$ cat src/rtl/i2c_target_regfile.sv
// ============================================================================
// Module   : i2c_target_regfile
// Brief    : I2C target fronting a 2**PTR_WIDTH x DATA_WIDTH register file
//            through a byte-wide register pointer; open-drain SDA only.
// Revision : 1.0
// ============================================================================
`default_nettype none

module i2c_target_regfile #(
    parameter int                    DATA_WIDTH = 8,
    parameter int                    ADDR_WIDTH = 7,
    parameter logic [ADDR_WIDTH-1:0] ADDRESS    = 7'h10,
    parameter int                    PTR_WIDTH  = 4
) (
    input  logic                  clk,
    input  logic                  rst,
    input  logic                  scl_in,
    input  logic                  sda_in,
    output logic                  sda_out,
    output logic                  busy,
    output logic                  reg_wr_pulse,
    output logic [PTR_WIDTH-1:0]  reg_wr_addr,
    output logic [DATA_WIDTH-1:0] reg_wr_data,
    input  logic [PTR_WIDTH-1:0]  local_addr,
    output logic [DATA_WIDTH-1:0] local_rdata
);

    localparam int                NREG     = 2 ** PTR_WIDTH;
    localparam int                CNT_W    = $clog2(DATA_WIDTH + 1);
    localparam logic [CNT_W-1:0]  LAST_BIT = CNT_W'(DATA_WIDTH - 1);
    localparam logic [CNT_W-1:0]  ALL_BITS = CNT_W'(DATA_WIDTH);

    typedef enum logic [3:0] {
        S_IDLE      = 4'd0,
        S_ADDR      = 4'd1,
        S_ADDR_ACK  = 4'd2,
        S_PTR       = 4'd3,
        S_PTR_ACK   = 4'd4,
        S_WDATA     = 4'd5,
        S_WDATA_ACK = 4'd6,
        S_RDATA     = 4'd7,
        S_RACK      = 4'd8
    } state_t;

    state_t                state_q, state_d;
    logic                  scl_s1_q, scl_s2_q, scl_dly_q;
    logic                  sda_s1_q, sda_s2_q, sda_dly_q;
    logic [CNT_W-1:0]      cnt_q, cnt_d;
    logic [DATA_WIDTH-1:0] shift_q, shift_d;
    logic [PTR_WIDTH-1:0]  ptr_q, ptr_d;
    logic                  sda_q, sda_d;
    logic                  busy_q, busy_d;
    logic                  ack_on_q, ack_on_d;
    logic                  rw_q, rw_d;
    logic                  wr_pulse_q, wr_pulse_d;
    logic [PTR_WIDTH-1:0]  wr_addr_q, wr_addr_d;
    logic [DATA_WIDTH-1:0] wr_data_q, wr_data_d;
    logic                  we;
    logic [DATA_WIDTH-1:0] regs_q [NREG];

    logic                  scl_rise, scl_fall, start_det, stop_det;
    logic [DATA_WIDTH-1:0] byte_in, rd_word;

    assign scl_rise  = scl_s2_q & ~scl_dly_q;
    assign scl_fall  = ~scl_s2_q & scl_dly_q;
    assign start_det = scl_s2_q & sda_dly_q & ~sda_s2_q;
    assign stop_det  = scl_s2_q & ~sda_dly_q & sda_s2_q;
    assign byte_in   = {shift_q[DATA_WIDTH-2:0], sda_s2_q};
    assign rd_word   = regs_q[ptr_q];

    assign sda_out      = sda_q;
    assign busy         = busy_q;
    assign reg_wr_pulse = wr_pulse_q;
    assign reg_wr_addr  = wr_addr_q;
    assign reg_wr_data  = wr_data_q;
    assign local_rdata  = regs_q[local_addr];

    always_comb begin
        state_d    = state_q;
        cnt_d      = cnt_q;
        shift_d    = shift_q;
        ptr_d      = ptr_q;
        sda_d      = sda_q;
        busy_d     = busy_q;
        ack_on_d   = ack_on_q;
        rw_d       = rw_q;
        wr_pulse_d = 1'b0;
        wr_addr_d  = wr_addr_q;
        wr_data_d  = wr_data_q;
        we         = 1'b0;

        if (stop_det) begin
            state_d  = S_IDLE;
            busy_d   = 1'b0;
            sda_d    = 1'b1;
            ack_on_d = 1'b0;
        end else if (start_det) begin
            state_d  = S_ADDR;
            cnt_d    = '0;
            busy_d   = 1'b1;
            sda_d    = 1'b1;
            ack_on_d = 1'b0;
        end else begin
            case (state_q)
                S_ADDR, S_PTR, S_WDATA: begin
                    if (scl_rise) begin
                        shift_d = byte_in;
                        cnt_d   = cnt_q + 1'b1;
                        if (cnt_q == LAST_BIT) begin
                            cnt_d = '0;
                            if (state_q == S_ADDR) begin
                                rw_d    = byte_in[0];
                                state_d = (byte_in[ADDR_WIDTH:1] == ADDRESS) ? S_ADDR_ACK : S_IDLE;
                            end else if (state_q == S_PTR) begin
                                ptr_d   = byte_in[PTR_WIDTH-1:0];
                                state_d = S_PTR_ACK;
                            end else begin
                                we         = 1'b1;
                                wr_pulse_d = 1'b1;
                                wr_addr_d  = ptr_q;
                                wr_data_d  = byte_in;
                                ptr_d      = ptr_q + 1'b1;
                                state_d    = S_WDATA_ACK;
                            end
                        end
                    end
                end
                // First falling edge asserts ACK, second one ends the ACK slot.
                S_ADDR_ACK, S_PTR_ACK, S_WDATA_ACK: begin
                    if (scl_fall) begin
                        if (!ack_on_q) begin
                            sda_d    = 1'b0;
                            ack_on_d = 1'b1;
                        end else begin
                            ack_on_d = 1'b0;
                            sda_d    = 1'b1;
                            if (state_q == S_ADDR_ACK && rw_q) begin
                                shift_d = {rd_word[DATA_WIDTH-2:0], 1'b0};
                                sda_d   = rd_word[DATA_WIDTH-1];
                                ptr_d   = ptr_q + 1'b1;
                                cnt_d   = CNT_W'(1);
                                state_d = S_RDATA;
                            end else if (state_q == S_ADDR_ACK) begin
                                state_d = S_PTR;
                            end else begin
                                state_d = S_WDATA;
                            end
                        end
                    end
                end
                S_RDATA: begin
                    if (scl_fall) begin
                        if (cnt_q == ALL_BITS) begin
                            sda_d    = 1'b1;
                            ack_on_d = 1'b0;
                            state_d  = S_RACK;
                        end else begin
                            sda_d   = shift_q[DATA_WIDTH-1];
                            shift_d = {shift_q[DATA_WIDTH-2:0], 1'b0};
                            cnt_d   = cnt_q + 1'b1;
                        end
                    end
                end
                S_RACK: begin
                    if (scl_rise) begin
                        if (sda_s2_q) begin
                            state_d = S_IDLE;
                        end else begin
                            ack_on_d = 1'b1;
                        end
                    end else if (scl_fall && ack_on_q) begin
                        ack_on_d = 1'b0;
                        shift_d  = {rd_word[DATA_WIDTH-2:0], 1'b0};
                        sda_d    = rd_word[DATA_WIDTH-1];
                        ptr_d    = ptr_q + 1'b1;
                        cnt_d    = CNT_W'(1);
                        state_d  = S_RDATA;
                    end
                end
                default: ;
            endcase
        end
    end

    always_ff @(posedge clk) begin
        if (rst) begin
            scl_s1_q   <= 1'b1;
            scl_s2_q   <= 1'b1;
            scl_dly_q  <= 1'b1;
            sda_s1_q   <= 1'b1;
            sda_s2_q   <= 1'b1;
            sda_dly_q  <= 1'b1;
            state_q    <= S_IDLE;
            cnt_q      <= '0;
            shift_q    <= '0;
            ptr_q      <= '0;
            sda_q      <= 1'b1;
            busy_q     <= 1'b0;
            ack_on_q   <= 1'b0;
            rw_q       <= 1'b0;
            wr_pulse_q <= 1'b0;
            wr_addr_q  <= '0;
            wr_data_q  <= '0;
        end else begin
            scl_s1_q   <= scl_in;
            scl_s2_q   <= scl_s1_q;
            scl_dly_q  <= scl_s2_q;
            sda_s1_q   <= sda_in;
            sda_s2_q   <= sda_s1_q;
            sda_dly_q  <= sda_s2_q;
            state_q    <= state_d;
            cnt_q      <= cnt_d;
            shift_q    <= shift_d;
            ptr_q      <= ptr_d;
            sda_q      <= sda_d;
            busy_q     <= busy_d;
            ack_on_q   <= ack_on_d;
            rw_q       <= rw_d;
            wr_pulse_q <= wr_pulse_d;
            wr_addr_q  <= wr_addr_d;
            wr_data_q  <= wr_data_d;
        end
    end

    always_ff @(posedge clk) begin
        if (rst) begin
            for (int i = 0; i < NREG; i++) begin
                regs_q[i] <= '0;
            end
        end else if (we) begin
            regs_q[ptr_q] <= wr_data_d;
        end
    end

endmodule

`default_nettype wire

$ cat config.mk
export PLATFORM = sky130hd
export DESIGN_NAME = i2c_target_regfile
export DESIGN_NICKNAME = d
export VERILOG_FILES = /design/src/rtl/i2c_target_regfile.sv
export SDC_FILE = /design/constraint.sdc
export NUM_CORES = 1
export LEC_CHECK = 0
export CORE_UTILIZATION = 40
export DETAILED_ROUTE_END_ITERATION = 8
export GPL_ROUTABILITY_DRIVEN = 1
export PLACE_DENSITY = 0.66
export SYNTH_ARGS = -nofsm -noshare
export SYNTH_HDL_FRONTEND = slang
export SYNTH_SLANG_ARGS = --single-unit
$ cat constraint.sdc
create_clock -name clk -period 5.3 [get_ports clk]
set_input_delay 0.795 -clock clk [delete_from_list [all_inputs] [get_ports clk]]
set_output_delay 0.795 -clock clk [all_outputs]
set_load 0.03 [all_outputs]
== Yosys cells after proc, flatten, opt, wreduce, memory -nomap -nowiden ==
Memory sizes are Yosys's and may differ from the RTL's. A register that Yosys moved wholly into a read port is not among the register bits.
Index checks and enable logic that the tools add are counted.

* Register bits: 43
* RAM bits: 128
* Input port bits: 8
* Output and inout bits: 23
* Logic and storage cells: 178
* Memories: 1

* $add $sub $neg: 2
* Equality and inequality tests: 37
* Mux-type cells: 86
* Bitwise operators: 14
* Reduce and logical (&&, ||, !) cells: 20

{| class="wikitable"
|+ Memory list
! memory !! depth !! width !! rd ports !! clocked after Yosys merged registers in !! write ports !! line !! RTL
|-
| regs_q || 16 || 8 || 2 || 1 || 16 || 59 || <nowiki>logic [DATA_WIDTH-1:0] regs_q [NREG];</nowiki>
|}

{| class="wikitable"
|+ Operators by type and width
! kind !! count
|-
| 2-to-1 mux 8 bit || 16
|-
| 2-to-1 mux 4 bit || 31
|-
| != test 3 bit, second input constant || 13
|-
| one-hot mux 4 bit (4 select lines) || 2
|-
| one-hot mux 8 bit (4 select lines) || 1
|-
| 2-to-1 mux 1 bit || 28
|-
| != test 2 bit, second input constant || 11
|-
| AND reduction 11 bit || 2
|-
| == test 4 x 3 -> 1 bit, second input constant || 5
|-
| AND reduction 9 bit || 2
|-
| one-hot mux 4 bit (3 select lines) || 1
|-
| AND reduction 6 bit || 2
|-
| AND reduction 10 bit || 1
|-
| 2-to-1 mux 3 bit || 3
|-
| OR reduction 3 bit || 3
|-
| adder 4 x 1 -> 4 bit, second input constant || 2
|-
| == test 4 x 2 -> 1 bit, second input constant || 2
|-
| == test 4 bit, second input constant || 2
|-
| != test 4 bit, second input constant || 2
|-
| NOT 1 bit || 8
|-
| OR reduction 8 bit || 1
|-
| == test 7 x 5 -> 1 bit, second input constant || 1
|-
| AND reduction 7 bit || 1
|-
| AND 1 bit || 6
|-
| other kinds (9) || 13
|}

== Longest topological paths before layout ==
Gate-level depths: netlist of run 1.

* Word-level depth: 13
* Gate-level depth with buffers: 9
* Gate-level depth less buffers: 8

== Least setup slack after synthesis of run 1 ==
OpenSTA, ideal clock, no wires.

* Path type: input -> output
* Start: in local_addr[0]
* End: out local_rdata[0]
* Data arrival time: 2413 ps
* Data required time: 4505 ps
* Setup slack: 2092 ps
* Stages: 4
* Path buffers: 2
* Cell sequence: clkbuf_1 buf_2 mux4_2 mux4_2

* Cells in the longest elaborated chain, start to end: 1

{| class="wikitable"
|+ RTL lines
! element !! line !! RTL
|-
| start: declaration || 24 || <nowiki>input logic [PTR_WIDTH-1:0] local_addr,</nowiki>
|-
| memory read (16 x 8 bit) || n/a ||
|-
| end: declaration || 25 || <nowiki>output logic [DATA_WIDTH-1:0] local_rdata</nowiki>
|}

Every way passes these cells.

== Worst setup path after layout of run 1 ==
* Start: in local_addr[0]
* End: out local_rdata[7]

Same word-level chain as after synthesis.

==> out/qor.tcl, run 1 <==
set qor(reg2regPathDepth) 7
set qor(list_of_cells_traversed_by_the_critical_path) {buf_2, mux4_2, mux4_2, clkdlybuf4s50_1}
set qor(grt_setup_unrepaired) {no}
set qor(critical_path.top_delay_family) {buffers and inverters}
set qor(area_growth_pct) 12.4
set qor(timing.fmax_mhz) 244
set qor(cts_tree) {built}
set qor(worst_hold_startpoint) {scl_s1_q}
set qor(synth.yosys.warnings) 0
set qor(finClkSkew_ps) 10.6
set qor(synth_enable_flop_cells) 128
set qor(finalHoldViolations) 0
set qor(slew_headroom) 0.329
set qor(route.detailed.wl_per_inst_um) 23.9
set qor(critical_path.reg2reg.endpoint) {regs_q[13][6]}
set qor(layout.cells.most_common_list) {sky130_fd_sc_hd__nor2_1 (160), sky130_fd_sc_hd__edfxtp_1 (128), sky130_fd_sc_hd__mux4_2 (73)}
set qor(critical_path.endpoint_type) {output pin}
set qor(antenna_found_initial) 2
set qor(static-leakage-power_nw) 3.22
set qor(seq_area_frac_synth) 0.531
set qor(synthArstFlopShare) 0
set qor(die_span_y_um) 152
set qor(cell_area_after_technology_mapping_sq_um) 9000
set qor(hold_slack_ps) 405
set qor(clock_sink_count) 175
set qor(clk_root_buffer_cell) {sky130_fd_sc_hd__clkbuf_16}
set qor(min_period_ps) 4100
set qor(pwr_density_cell_nw_per_um2) 392
set qor(finalCritPeriodShare) 0.773
set qor(vias) 6281
set qor(max-vdd-ir-drop_mv) 0.202
set qor(register_to_register_setup_slack_ps) 1590
set qor(gpl.final_weighted_congestion) 1.02
set qor(cts.htree.levels) 4
set qor(synth.mux.area_fraction) 0.208
set qor(tns_ps) 0
set qor(cap_viol_max_count) 0
set qor(num_io_pins) 31
set qor(slew_violations) 0
set qor(cts_hold_buffers) 0
set qor(port-buffer-count) 30
set qor(drt_pre_antenna_iters) 5
set qor(wl_um) 24600
set qor(status) {complete, no violations}
set qor(regToRegStartpoint) {state_q[0]}
set qor(floorplan.die_area_sq_um) 23100
set qor(synth_compound_area_frac) 0.0705
set qor(final_layout_size_suffix_gt1_frac) 0.183
set qor(first_iter_violations) 756
set qor(criticalPathCategory) {primary input to output pin}
set qor(vias_per_cell) 6.11
set qor(grt_use_total) 0.220
set qor(arrival_time_worst_endpoint_ps) 3300
set qor(postCtsResizedCells) 0
set qor(synthesis.nets) 739
set qor(numCtsBuffers) 17
set qor(synth_top_family_by_area) {multiplexers}
set qor(yosys_most_used_dff) {sky130_fd_sc_hd__edfxtp_1}
set qor(ys_ff_latch) 175
set qor(grt_pass1_vias) 6016
set qor(cts_max_path_buffers) 2
set qor(post_cts.repair.setup_buffers) 0
set qor(floorplan.initialDensity) 0.410
set qor(grt_max_degree) 33
set qor(post_synth_and_or_nand_nor_area_fraction) 0.146
set qor(cp.required_ps) 4510
set qor(crit_path_top_delay_cell) {sky130_fd_sc_hd__buf_2}
set qor(hold_path_class) {register to register}
set qor(hold_path_depth) 1
set qor(wire_length_of_the_first_global_routing_pass_um) 37100
set qor(drc_errors) 0
set qor(clk-insertion-delay-late_ps) 440
set qor(tightest_slew_ps) 1010
set qor(crit_path_frequent_cell) {sky130_fd_sc_hd__mux4_2}
set qor(cp-start-kind) {primary input}
set qor(syn_avg_cell_area_sq_um) 12.4
set qor(worst_setup_hold_path_clk_slew_ps) 70
set qor(filler_cell_count) 1924
set qor(sequential_cell_area_sq_um) 4790
set qor(critical_path.max_stage_delay_ps) 750
set qor(grt_overflow) 0
set qor(synth_fa_ha_area_frac) 0.00834
set qor(design.final.nets) 748
set qor(timing.final.setup_violations) 0
set qor(ant_nets) 0
set qor(timing.critical_path.fanout_max) 32
set qor(multi_input_comb_area_sq_um) 3900
set qor(cp_num_buf_inv) 2
set qor(layout_commonest_cell) {sky130_fd_sc_hd__nor2_1}
set qor(die-width_um) 152
set qor(fp-row-count) 54
set qor(timing.hold.worst_endpoint) {scl_s2_q}
set qor(synth-xor-area-share) 0.000973
set qor(detailedPlacementHpwl_um) 18000
set qor(yosysUniqueCellTypes) 57
set qor(design.core.area_sq_um) 22000
set qor(post_synth_inst_count) 725
==> Yosys cell counts, drive strengths merged (2+ instances only) <==
| cell type | instances | share of area |
|---|---|---|
| nor3 | 8 | 0.0044 |
| nand3b | 3 | 0.0029 |
| or3 | 2 | 0.0014 |
| nor2 | 161 | 0.067 |
| clkbuf | 22 | 0.0092 |
| mux2i | 23 | 0.026 |
| a31oi | 5 | 0.0035 |
| or2 | 8 | 0.0056 |
| a21boi | 2 | 0.0017 |
| ha | 6 | 0.0083 |
| dfxtp | 47 | 0.10 |
| nor3b | 2 | 0.0017 |
| nand2b | 6 | 0.0042 |
| nor2b | 20 | 0.014 |
| nor4b | 2 | 0.0036 |
| nand2 | 26 | 0.011 |
| and3 | 4 | 0.0028 |
| mux4 | 73 | 0.18 |
| edfxtp | 128 | 0.43 |
| nor4 | 4 | 0.0028 |
| nand3 | 20 | 0.011 |
| nand4 | 6 | 0.0042 |
| buf | 34 | 0.019 |
| a21oi | 25 | 0.014 |
| and2 | 5 | 0.0035 |
| or4b | 2 | 0.0026 |
| inv | 16 | 0.0067 |
| o211ai | 4 | 0.0033 |
| a211oi | 31 | 0.026 |
| o21ai | 12 | 0.0067 |
==> kinds of logic (layout without fill, tap and decap cells) <==
kind of cell | after synthesis | in the layout
AO/OA/AOI/OAI | 92 | 92
XOR/XNOR | 1 | 1
adder cells (fa/ha/maj) | 6 | 6
buffers and inverters | 73 | 95
flip-flops | 175 | 175
multiplexers | 96 | 96
other | 0 | 1
AND/OR/NAND/NOR | 282 | 282
==> worst max-delay path by stage <==
stage | from | end | slack, ps | cells after the start
final | local_addr[0] | local_rdata[7] | 1200 | 4
after global routing | local_addr[0] | local_rdata[6] | 1010 | 4
after CTS | local_addr[0] | local_rdata[7] | 1130 | 4
after detailed placement | local_addr[0] | local_rdata[7] | 1130 | 4
after global placement | local_addr[0] | local_rdata[7] | 1170 | 4
after floorplan | local_addr[0] | local_rdata[0] | 2090 | 4
==> per-layer routing <==
layer,part of all wire,GRT usage,vias to the layer above
met5,0.00053,0,-
met4,0.057,0.125,2
met3,0.075,0.0416,78
met2,0.46,0.340,319
met1,0.41,0.293,3124
li1,-,-,2758
==> report_power, final <==
part / total, W / internal (W) / switching (W) / leakage, nW
Combinational: 0.000917 / 0.000439 / 0.000478 / 1.23
Sequential: 0.00176 / 0.00156 / 0.000200 / 1.70
Clock: 0.00129 / 0.000712 / 0.000573 / 0.292
Total: 0.00396 / 0.00271 / 0.00125 / 3.22
==> registers in the layout, indices dropped and copies added (netlist names), 4 cells and up, named ones only <==
| register | count |
|---|---|
| state_q | 4 |
| reg_wr_addr | 4 |
| regs_q | 128 |
| shift_q | 8 |
| cnt_q | 4 |
| ptr_q | 4 |
| reg_wr_data | 8 |
==> cell type report <==
type	instances	area share
inverters	17	0.00631
well taps	280	0.0346
multi-input cells	477	0.386
repair buffers	46	0.0410
clock inverters	14	0.0166
clock buffers	18	0.0424
diodes	1	0.000247
flip-flops and latches	175	0.473
==> through the flow <==
step                utilization  instances  total power [W]  area, sq um  setup WS [ps]
finish                    0.461       1028          0.00396        10100           1200
global route              0.461       1027          0.00413        10100           1010
CTS                       0.461       1027          0.00396        10100           1130
detailed placement        0.434        995          0.00269         9520           1130
global placement          0.434        995          0.00268         9520           1170
floorplan                     -        725          0.00247         9000           2090
No activity file was read; power rests on OpenSTA's default activity.
==> run 2: changes to the inputs <==
PLACE_DENSITY = 0.68   (was 0.66)
clock period = 3.6 ns   (was 5.3 ns; I/O delays follow)
==> out/qor.tcl, run 2 (synthesized netlist as in run 1, its figures left out) <==
set qor(status) {complete, no violations} ;# unchanged
set qor(criticalPathCategory) {primary input to output pin} ;# unchanged
set qor(crit_path_start) {local_addr[1]} ;# was local_addr[0]
set qor(wire_length_of_the_first_global_routing_pass_um) 37700 ;# was 37100 um
set qor(num_antenna_cells) 0 ;# was 1
set qor(regToRegStartpoint) {state_q[2]} ;# was state_q[0]
set qor(layout_commonest_cell) {sky130_fd_sc_hd__nor2_1} ;# unchanged
set qor(slew_headroom) 0.393 ;# was 0.329
set qor(num_io_pins) 31 ;# unchanged
set qor(busiest_layer) {met2} ;# unchanged
set qor(grt_use_total) 0.224 ;# was 0.220
set qor(timing.final.setup_violations) 0 ;# unchanged
set qor(max_flop_register) {regs_q} ;# unchanged
set qor(route.detailed.wl_per_inst_um) 23.8 ;# was 23.9 um
set qor(clock_sink_count) 175 ;# unchanged
set qor(floorplan.die_area_sq_um) 23100 ;# unchanged
set qor(min_period_ps) 3270
set qor(layout.cells.most_common_list) {sky130_fd_sc_hd__nor2_1 (160), sky130_fd_sc_hd__edfxtp_1 (128), sky130_fd_sc_hd__mux4_2 (73)} ;# unchanged
set qor(tns_ps) 0 ;# unchanged
set qor(cts_max_path_buffers) 2 ;# unchanged
set qor(timing.fmax_mhz) 306
set qor(die-width_um) 152 ;# unchanged
set qor(cp.required_ps) 3060 ;# was 4510 ps
set qor(overall_power_w) 0.00586 ;# was 0.00396 W
set qor(timing.critical_path.fanout_max) 32 ;# unchanged
set qor(cts_hold_buffers) 0 ;# unchanged
set qor(grt_overflow) 0 ;# unchanged
set qor(slew_violations) 0 ;# unchanged
set qor(antenna_found_initial) 0 ;# was 2
set qor(grt_setup_unrepaired) {no} ;# unchanged
set qor(final_layout_size_suffix_gt1_frac) 0.218 ;# was 0.183
set qor(cap_viol_max_count) 0 ;# unchanged
set qor(numCtsBuffers) 17 ;# unchanged
set qor(finalCritPeriodShare) 0.908
set qor(port-buffer-count) 30 ;# unchanged
set qor(cts.htree.levels) 4 ;# unchanged
set qor(max-vdd-ir-drop_mv) 0.402 ;# was 0.202 mV
set qor(pwr_density_cell_nw_per_um2) 568 ;# was 392 nW/um^2
set qor(postCtsResizedCells) 0 ;# unchanged
set qor(die_span_y_um) 152 ;# unchanged
set qor(grt_pass1_vias) 6003 ;# was 6016
set qor(sequential_cell_area_sq_um) 4790 ;# unchanged
set qor(gr-usage-met3) 0.0351 ;# was 0.0416
set qor(fp-row-count) 54 ;# unchanged
set qor(hold_path_class) {register to register} ;# unchanged
set qor(largest_register_ffs) 128 ;# unchanged
set qor(design.final.nets) 775 ;# was 748
set qor(vias_per_cell) 6.07 ;# was 6.11
set qor(post_cts.repair.setup_buffers) 0 ;# unchanged
set qor(grt_max_degree) 33 ;# unchanged
set qor(multi_input_comb_area_sq_um) 3900 ;# unchanged
set qor(cts_tree) {built} ;# unchanged
set qor(drc_errors) 0 ;# unchanged
set qor(cp-start-kind) {primary input} ;# unchanged
set qor(filler_cell_count) 1909 ;# was 1924
set qor(ant_nets) 0 ;# unchanged
set qor(grt.met1_usage) 0.314 ;# was 0.293
set qor(floorplan.initialDensity) 0.410 ;# unchanged
set qor(area_growth_pct) 14.7 ;# was 12.4%
set qor(finClkSkew_ps) 10.6 ;# about the same
set qor(critical_path.endpoint_type) {output pin} ;# unchanged
set qor(register_to_register_setup_slack_ps) 780 ;# was 1590 ps
set qor(first_iter_violations) 917 ;# was 756
set qor(vias) 6401 ;# was 6281
set qor(drt_pre_antenna_iters) 7 ;# was 5
set qor(clk_root_buffer_cell) {sky130_fd_sc_hd__clkbuf_16} ;# unchanged
set qor(worst_setup_hold_path_clk_slew_ps) 70 ;# about the same
set qor(wl_um) 25100 ;# was 24600 um
set qor(gpl.final_weighted_congestion) 0.951 ;# was 1.02
set qor(clk-insertion-delay-late_ps) 440 ;# about the same
set qor(worst_hold_startpoint) {sda_s1_q} ;# was scl_s1_q
set qor(met2_usage) 0.335 ;# was 0.340
set qor(arrival_time_worst_endpoint_ps) 2730 ;# was 3300 ps
set qor(detailedPlacementHpwl_um) 18100 ;# was 18000 um
set qor(design.core.area_sq_um) 22000 ;# unchanged
set qor(tightest_slew_ps) 910 ;# was 1010 ps
set qor(finalHoldViolations) 0 ;# unchanged
set qor(static-leakage-power_nw) 3.36 ;# was 3.22 nW
run 2: cell types whose count changed in the layout (fill, tap and decap cells not counted), sizes merged:
cell | before | now
diode | 1 | 0
clkdlybuf4s50 | 29 | 25
clkbuf | 18 | 17
buf | 17 | 48
inv | 24 | 26
bufinv | 2 | 1
run 2: layout make-up:
cell class	instances	share of cell area
inverter	17	0.00618
clock inverter	15	0.0161
sequential	175	0.463
clock buffer	17	0.0412
timing repair buffer	73	0.0613
tap	280	0.0339
multi-input combinational	477	0.378
run 2: final timing paths:
kind / cells past startpoint / to
setup reg to reg: 6 / register
hold / removal: 1 / sda_s2_q
hold reg to reg: 1 / sda_s2_q
setup / recovery: 5 / local_rdata[2]
run 2: worst max-delay path: stages:
cell	delay, ps
sky130_fd_sc_hd__clkdlybuf4s50_1	520
sky130_fd_sc_hd__buf_12	220
sky130_fd_sc_hd__mux4_2	330
sky130_fd_sc_hd__mux4_2	480
sky130_fd_sc_hd__clkdlybuf4s50_1	610
run 2: metal layers:
metal,vias to the layer above,share of wire
met5,-,0
met4,0,0.045
li1,2808,-
met2,383,0.45
met1,3137,0.41
met3,73,0.095
run 2: stage by stage:
step | setup slack, ps | std cells | hold slack (ps) | util | area [sq um]
5_1_grt | 292 | 1054 | 428 | 0.470 | 10300
4_1_cts | 349 | 1054 | 409 | 0.470 | 10300
3_5_place_dp | 347 | 1022 | 392 | 0.443 | 9740
2_1_floorplan | 902 | 725 | 389 | - | 9000
3_3_place_gp | 378 | 1022 | 395 | 0.443 | 9740
6_report | 332 | 1054 | 410 | 0.470 | 10300
run 2: power by group:
group          leakage, nW  internal, W  switching [W]  total, W
Combinational         1.37     0.000682       0.000766   0.00145
Sequential            1.70      0.00230       0.000255   0.00255
Clock                0.289     0.000990       0.000871   0.00186
